File: src/rtl/pdm_stereo_decimator.sv
`default_nettype none
// +--------------------------------------------------------------------------+
// | pdm_stereo_decimator: stereo PDM clock/capture with boxcar decimation     |
// | Rev 1.0                                                                   |
// +--------------------------------------------------------------------------+
module pdm_stereo_decimator #(
  parameter int CLK_FREQ    = 125,
  parameter int SAMPLE_RATE = 2400000,
  parameter int DEC_RATIO   = 128,
  localparam int CLK_COUNT  = (CLK_FREQ * 1000000) / (SAMPLE_RATE * 2),
  localparam int PCM_W      = $clog2(DEC_RATIO + 1)
) (
  input  logic             CLK_IN,
  input  logic             RST_N,
  input  logic             ENABLE,
  output logic             M_CLK,
  input  logic             M_DATA,
  output logic [PCM_W-1:0] PCM_L,
  output logic [PCM_W-1:0] PCM_R,
  output logic             PCM_VALID,
  input  logic             PCM_READY,
  output logic [7:0]       OVERRUN_CNT
);

  localparam int HC_W = $clog2(CLK_COUNT);
  localparam int PC_W = $clog2(DEC_RATIO);
  localparam logic [HC_W-1:0] HC_LAST = HC_W'(CLK_COUNT - 1);
  localparam logic [PC_W-1:0] PC_LAST = PC_W'(DEC_RATIO - 1);

  if (CLK_COUNT < 4) begin : g_clk_count_check
    $error("pdm_stereo_decimator: CLK_COUNT must be at least 4");
  end

  if ((DEC_RATIO < 16) || (DEC_RATIO > 1024) || ((DEC_RATIO & (DEC_RATIO - 1)) != 0))
  begin : g_dec_ratio_check
    $error("pdm_stereo_decimator: DEC_RATIO must be a power of two in 16..1024");
  end

  logic             sync1_q, sync1_d, sync2_q, sync2_d;
  logic [HC_W-1:0]  hc_q, hc_d;
  logic             mclk_q, mclk_d;
  logic [PC_W-1:0]  pc_q, pc_d;
  logic [PCM_W-1:0] acc_l_q, acc_l_d, acc_r_q, acc_r_d;
  logic [PCM_W-1:0] pcm_l_q, pcm_l_d, pcm_r_q, pcm_r_d;
  logic             valid_q, valid_d;
  logic [7:0]       ovf_q, ovf_d;

  logic             terminal, rise_evt, fall_evt, window_end, load;
  logic [PCM_W-1:0] win_r;

  always_comb begin
    terminal   = ENABLE && (hc_q == HC_LAST);
    rise_evt   = terminal && !mclk_q;
    fall_evt   = terminal && mclk_q;
    window_end = fall_evt && (pc_q == PC_LAST);
    // The right channel's last sample lands on the window-end cycle itself.
    win_r      = acc_r_q + PCM_W'(sync2_q);
    load       = window_end && (!valid_q || PCM_READY);

    sync1_d = M_DATA;
    sync2_d = sync1_q;
    hc_d    = hc_q;
    mclk_d  = mclk_q;
    pc_d    = pc_q;
    acc_l_d = acc_l_q;
    acc_r_d = acc_r_q;
    pcm_l_d = pcm_l_q;
    pcm_r_d = pcm_r_q;
    valid_d = valid_q;
    ovf_d   = ovf_q;

    if (!ENABLE) begin
      hc_d    = '0;
      mclk_d  = 1'b0;
      pc_d    = '0;
      acc_l_d = '0;
      acc_r_d = '0;
    end else if (terminal) begin
      hc_d   = '0;
      mclk_d = !mclk_q;
      if (rise_evt) begin
        acc_l_d = acc_l_q + PCM_W'(sync2_q);
      end
      if (fall_evt) begin
        pc_d    = pc_q + 1'b1;
        acc_r_d = win_r;
        if (window_end) begin
          acc_l_d = '0;
          acc_r_d = '0;
        end
      end
    end else begin
      hc_d = hc_q + 1'b1;
    end

    if (load) begin
      pcm_l_d = acc_l_q;
      pcm_r_d = win_r;
      valid_d = 1'b1;
    end else if (PCM_READY) begin
      valid_d = 1'b0;
    end

    if (window_end && valid_q && !PCM_READY && (ovf_q != 8'hFF)) begin
      ovf_d = ovf_q + 8'd1;
    end
  end

  always_ff @(posedge CLK_IN or negedge RST_N) begin
    if (!RST_N) begin
      sync1_q <= 1'b0;
      sync2_q <= 1'b0;
      hc_q    <= '0;
      mclk_q  <= 1'b0;
      pc_q    <= '0;
      acc_l_q <= '0;
      acc_r_q <= '0;
      pcm_l_q <= '0;
      pcm_r_q <= '0;
      valid_q <= 1'b0;
      ovf_q   <= '0;
    end else begin
      sync1_q <= sync1_d;
      sync2_q <= sync2_d;
      hc_q    <= hc_d;
      mclk_q  <= mclk_d;
      pc_q    <= pc_d;
      acc_l_q <= acc_l_d;
      acc_r_q <= acc_r_d;
      pcm_l_q <= pcm_l_d;
      pcm_r_q <= pcm_r_d;
      valid_q <= valid_d;
      ovf_q   <= ovf_d;
    end
  end

  assign M_CLK       = mclk_q;
  assign PCM_L       = pcm_l_q;
  assign PCM_R       = pcm_r_q;
  assign PCM_VALID   = valid_q;
  assign OVERRUN_CNT = ovf_q;

endmodule
`default_nettype wire

File: config.mk
export PLATFORM = sky130hd
export DESIGN_NAME = pdm_stereo_decimator
export DESIGN_NICKNAME = d
export VERILOG_FILES = /design/src/rtl/pdm_stereo_decimator.sv
export SDC_FILE = /design/constraint.sdc
export NUM_CORES = 1
export LEC_CHECK = 0
export BUFFER_PORTS_ARGS = -buffer_cell sky130_fd_sc_hd__buf_2
export CAP_MARGIN = 10
export CORE_AREA = 10 10 82 91
export DETAILED_ROUTE_END_ITERATION = 8
export DIE_AREA = 0 0 92 101
export HOLD_SLACK_MARGIN = 0.02
export PLACE_DENSITY = 0.67
export SKIP_LAST_GASP = 1
export SLEW_MARGIN = 20
export SYNTH_ARGS = -nofsm -noshare
export SYNTH_HDL_FRONTEND = slang
export SYNTH_SLANG_ARGS = --single-unit
File: constraint.sdc
create_clock -name CLK_IN -period 4.5 [get_ports CLK_IN]
set_input_delay 0.9 -clock CLK_IN [delete_from_list [all_inputs] [get_ports CLK_IN]]
set_output_delay 0.9 -clock CLK_IN [all_outputs]
set_load 0.02 [all_outputs]
# Word level (Yosys, flattened, before mapping)
# Cells that the tools add are included.
[classes]
reduce_logical = 14
n_mux = 18
addsub = 5
n_eq_ne = 5
[ops]
columns = ["op", "n"]
rows = [
  ["2-to-1 mux 8 bit", 9],
  ["2-to-1 mux 7 bit", 3],
  ["adder 8 x 1 -> 8 bit", 2],
  ["2-to-1 mux 5 bit", 2],
  ["adder 8 x 1 -> 8 bit, second input constant", 1],
  ["logical AND 1 bit", 8],
  ["inequality test 8 bit, second input constant", 1],
  ["adder 7 x 1 -> 7 bit, second input constant", 1],
  ["== test 7 bit, second input constant", 1],
  ["adder 5 x 1 -> 5 bit, second input constant", 1],
  ["== test 5 bit, second input constant", 1],
  ["2-to-1 mux 1 bit", 4],
  ["inequality test 2 x 1 -> 1 bit, second input constant", 2],
  ["zero test 1 bit", 3],
  ["AND reduction 2 bit", 1],
  ["nonzero test 2 bit", 1],
  ["logical OR 1 bit", 1],
]
[word_totals]
input_bits = 5
wordCells = 53
register_bits = 56

# Longest topological paths before layout
[logic_depth]
ltp_word = 8
depth_mapped = 9
ltp_nobuf = 6

# Least setup slack after synthesis
# Ideal clock, no wire load.
[synth_timing]
path_type = "input to register"
from = "in ENABLE"
to = "reg pcm_l_q[0] (netlist: PCM_L[0])"
setup_time_ns = 0.125
cell_stages = 8
arrival_ns = 2.417
required_ns = 4.375
slack_ns = 1.958
path_buffers = 4
cell_sequence = "clkbuf_1 -> nand2_1 -> or4_1 -> buf_2 -> nand2b_4 -> buf_6 -> buf_12 -> mux2_4"
[synth_between]
elab_chain_len = 4
[synth_lines]
columns = ["element", "line", "source"]
rows = [
  ["start: declaration", "15", "input logic ENABLE,"],
  ["logical AND 1 bit", "52", "terminal = ENABLE && (hc_q == HC_LAST);"],
  ["logical AND 1 bit", "54", "fall_evt = terminal && mclk_q;"],
  ["logical AND 1 bit", "55", "window_end = fall_evt && (pc_q == PC_LAST);"],
  ["logical AND 1 bit", "58", "load = window_end && (!valid_q || PCM_READY);"],
  ["end signal: assignment", "130", "pcm_l_q <= pcm_l_d;"],
  ["end: declaration", "44", "logic [PCM_W-1:0] pcm_l_q, pcm_l_d, pcm_r_q, pcm_r_d;"],
]
# No other way between the ends.
# A chain may end at the register's enable or synchronous reset.

# Worst setup path after layout
[layout_timing]
from = "reg hc_q[1]"
to = "reg pcm_l_q[2] (netlist: PCM_L[2])"
[layout_between]
elab_chain_len = 5
[layout_lines]
columns = ["element", "line", "source"]
rows = [
  ["start: declaration", "40", "logic [HC_W-1:0] hc_q, hc_d;"],
  ["start signal: assignment", "113", "hc_q <= '0;"],
  ["start signal: assignment", "125", "hc_q <= hc_d;"],
  ["== test 5 bit", "52", ""],
  ["logical AND 1 bit", "52", ""],
  ["logical AND 1 bit", "54", ""],
  ["logical AND 1 bit", "55", ""],
  ["logical AND 1 bit", "58", ""],
]
# No other way between the ends.

==> impl_metrics.json <==
{
  "run_status": "finished, final reports clean",
  "p_clk_share_pct": 41.4,
  "fmax_ghz": 0.390,
  "dp_cells": 335,
  "grt_most_used_layer": "met2",
  "die_w_um": 92,
  "io_pins": 31,
  "nets": 278,
  "critPathMaxStageDelay_ns": 0.80,
  "internal-power_mw": 0.732,
  "seqPwrFrac_pct": 56.0,
  "synth_compound_area_share_pct": 11.6,
  "path_cells": "inv_1 > ha_1 > nand4b_1 > or4_1 > nand2b_4 > mux2_4",
  "core_area_mm2": 0.00566,
  "clock_latency_ns": 0.31,
  "synthAdderAreaFrac_pct": 3.69,
  "use_met1_pct": 13.2,
  "p_switching_mw": 0.177,
  "grt_overflow": 0,
  "synth_nets": 247,
  "grt_pass1_wl_mm": 8.83,
  "cellPowerDensity_mw_per_mm2": 298,
  "die_h_um": 101,
  "synth_top_family_by_area": "simple AND/OR/NAND/NOR gates",
  "synth_largest_area_cell": "dfrtp_1",
  "pre_cts_slack_ns": 1.86,
  "vias_per_cell": 5.36,
  "worst_pin_slew_ns": 0.692,
  "swShare_pct": 19.4,
  "clk_pin_slew_ns": 0.09,
  "finalCriticalPeriod_ns": 2.56,
  "grt_max_degree": 57,
  "drive_gt1_share_pct": 23.0,
  "io_buffer_count": 30,
  "hold_slack_ns": 0.352,
  "ys_seq_elements": 56,
  "synth_area_mm2": 0.00271,
  "cts_tree": "built",
  "ys_warn_count": 0,
  "synth_edf_count": 0,
  "mostFrequentLayoutCell": "dfrtp_1",
  "finClkSkew_ns": 0.00975,
  "post_cts_buffers": 0,
  "r2r_slack_ns": 1.94,
  "slew_violations": 0,
  "place_congestion": 0.813,
  "r2r_end": "PCM_L[2]$_DFFE_PN0P_",
  "htreeDepth": 2,
  "timing.final.crit_share_pct": 56.9,
  "cts-buffers-inserted": 5,
  "p_leak_nw": 1.58,
  "drt_iter0_drc": 57,
  "synth_mux_area_share_pct": 8.44,
  "row_count": 29,
  "cp.arrival_ns": 2.76,
  "drc": 0,
  "ys_seq_area_share_pct": 51.6,
  "ant_nets": 0,
  "min_path_type": "reg -> reg",
  "endpoint": "PCM_L[2]$_DFFE_PN0P_",
  "grt_use_met2_pct": 18.9,
  "yosysUniqueCellTypes": 43,
  "crit_start": "hc_q[1]$_DFF_PN0_",
  "met3_usage_pct": 3.65,
  "final_cell_mix": "56 x dfrtp_1, 30 x buf_2, 16 x nand2_1",
  "setup_slack_ns": 1.94,
  "combPwrFrac_pct": 2.6,
  "root_buffer": "clkbuf_8",
  "hold_viol": 0,
  "synth.avg_cell_area_um2": 11.6,
  "rr_startpoint": "hc_q[1]$_DFF_PN0_",
  "relSlewSlack_pct": 53.9,
  "synth_cells": 234,
  "track_usage_pct": 11.3,
  "crit_type": "reg -> reg",
  "fillers": 511,
  "instances_no_fill": 342,
  "cp_max_fo": 16,
  "synth.area.top_cells": "dfrtp_1 52%, mux2_4 5.5%, xor2_1 3.9%",
  "initial_core_util_pct": 47.9,
  "drt_wl_total_mm": 5.01,
  "reg2regPathDepth": 6,
  "synthXorXnorAreaFrac_pct": 6.78,
  "grt_pass1_vias": 1878,
  "end_kind": "flip-flop",
  "ctsResizeCount": 0,
  "maxCapViolations": 0,
  "ys_async_sr_fraction_pct": 100,
  "cpMaxStageDelayCell": "or4_1",
  "yosys.area_share.simple_pct": 15.0,
  "finalSetupViolCount": 0,
  "dieArea_mm2": 0.00929,
  "fin_tns_setup_ns": 0,
  "clkSinkCount": 56,
  "wl_per_cell_um": 14.7,
  "yosys.area.top_type_share_pct": 51.6,
  "hold_buffers": 0,
  "rsz0062_at_grt": "false",
  "firstDrtPassIters": 5,
  "syn2layout_area_growth_pct": 12.4,
  "antenna_found_initial": 0,
  "clock_path_buffers": 2,
  "critPathLaunchType": "flip-flop",
  "irDropWorstVdd_mv": 0.181,
  "critPathRequiredTime_ns": 4.70,
  "synth_flop_cell": "dfrtp_1",
  "dpl.hpwl_mm": 3.55,
  "via_count": 1832,
  "diodes": 0
}
==> worst max-delay path, delay by kind of cell (launching register included) <==
family / cells / cell delay [ns]
adders and majority gates: 1 / 0.14
and+or+nand+nor: 3 / 1.49
muxes: 1 / 0.35
buffers and inverters: 1 / 0.06
DFF: 1 / 0.41
==> cell type report <==
| type | instances | area, um^2 | area share, % |
|---|---|---|---|
| Tap cell | 77 | 96.3 | 3.16 |
| Clock buffer | 5 | 68.8 | 2.26 |
| Sequential cell | 56 | 1400 | 46.0 |
| Multi-Input combinational cell | 164 | 1230 | 40.5 |
| Inverter | 6 | 22.5 | 0.739 |
| Timing Repair Buffer | 32 | 165 | 5.42 |
| Clock inverter | 2 | 60.1 | 1.97 |
==> power by group through the flow <==
stage | logic, mW | clock network (mW) | registers [mW]
detailed placement | 0.0248 | 0 | 0.519
global placement | 0.0244 | 0 | 0.518
finish | 0.0239 | 0.376 | 0.509
floorplan | 0.0105 | 0 | 0.518
CTS | 0.0248 | 0.389 | 0.509
global route | 0.0280 | 0.404 | 0.509
==> Yosys cell counts, types with 6 or more instances <==
| master | instances |
|---|---|
| nor2_1 | 10 |
| inv_1 | 6 |
| a31oi_1 | 7 |
| nor3_1 | 9 |
| xnor2_1 | 9 |
| ha_1 | 8 |
| nand2_1 | 16 |
| a21o_1 | 6 |
| nand3_1 | 11 |
| dfrtp_1 | 56 |
| mux2_2 | 7 |
| mux2_4 | 10 |
| xor2_1 | 12 |
==> worst min-delay path by stage <==
stage,start,to,depth (start not counted)
detailed placement,sync1_q$_DFF_PN0_,sync2_q$_DFF_PN0_,0
global route,sync1_q$_DFF_PN0_,sync2_q$_DFF_PN0_,0
finish,sync1_q$_DFF_PN0_,sync2_q$_DFF_PN0_,0
global placement,sync1_q$_DFF_PN0_,sync2_q$_DFF_PN0_,0
floorplan,sync1_q$_DFF_PN0_,sync2_q$_DFF_PN0_,0
CTS,sync1_q$_DFF_PN0_,sync2_q$_DFF_PN0_,0
==> metrics by stage <==
step / instance area (um^2) / total power [mW] / util (%)
2_1_floorplan: 2710 / 0.528 / -
3_3_place_gp: 2920 / 0.543 / 51.6
3_5_place_dp: 2920 / 0.543 / 51.6
4_1_cts: 3050 / 0.923 / 53.9
5_1_grt: 3050 / 0.941 / 53.9
6_report: 3050 / 0.908 / 53.9
==> metal layers <==
layer	wire, um	share of wire [%]
met1	2270	45
met2	2370	47
met3	292	5.8
met4	80	1.6
met5	0	0
==> state kept, by name (all words and copies together) (netlist names) <==
| name | cells |
|---|---|
| acc_r_q | 8 |
| sync1_q | 1 |
| PCM_VALID | 1 |
| sync2_q | 1 |
| PCM_L | 8 |
| M_CLK | 1 |
| acc_l_q | 8 |
| OVERRUN_CNT | 8 |
| hc_q | 5 |
| PCM_R | 8 |
| pc_q | 7 |
==> kinds of logic (layout without fill, tap and decap cells) <==
group / after synthesis / after routing
compound gates: 44 / 44
xor+xnor: 21 / 21
fa+ha+maj: 8 / 8
buf+inv: 14 / 45
flops: 56 / 56
mux: 17 / 17
simple gates: 74 / 74
(Power assumes the default switching activity.)
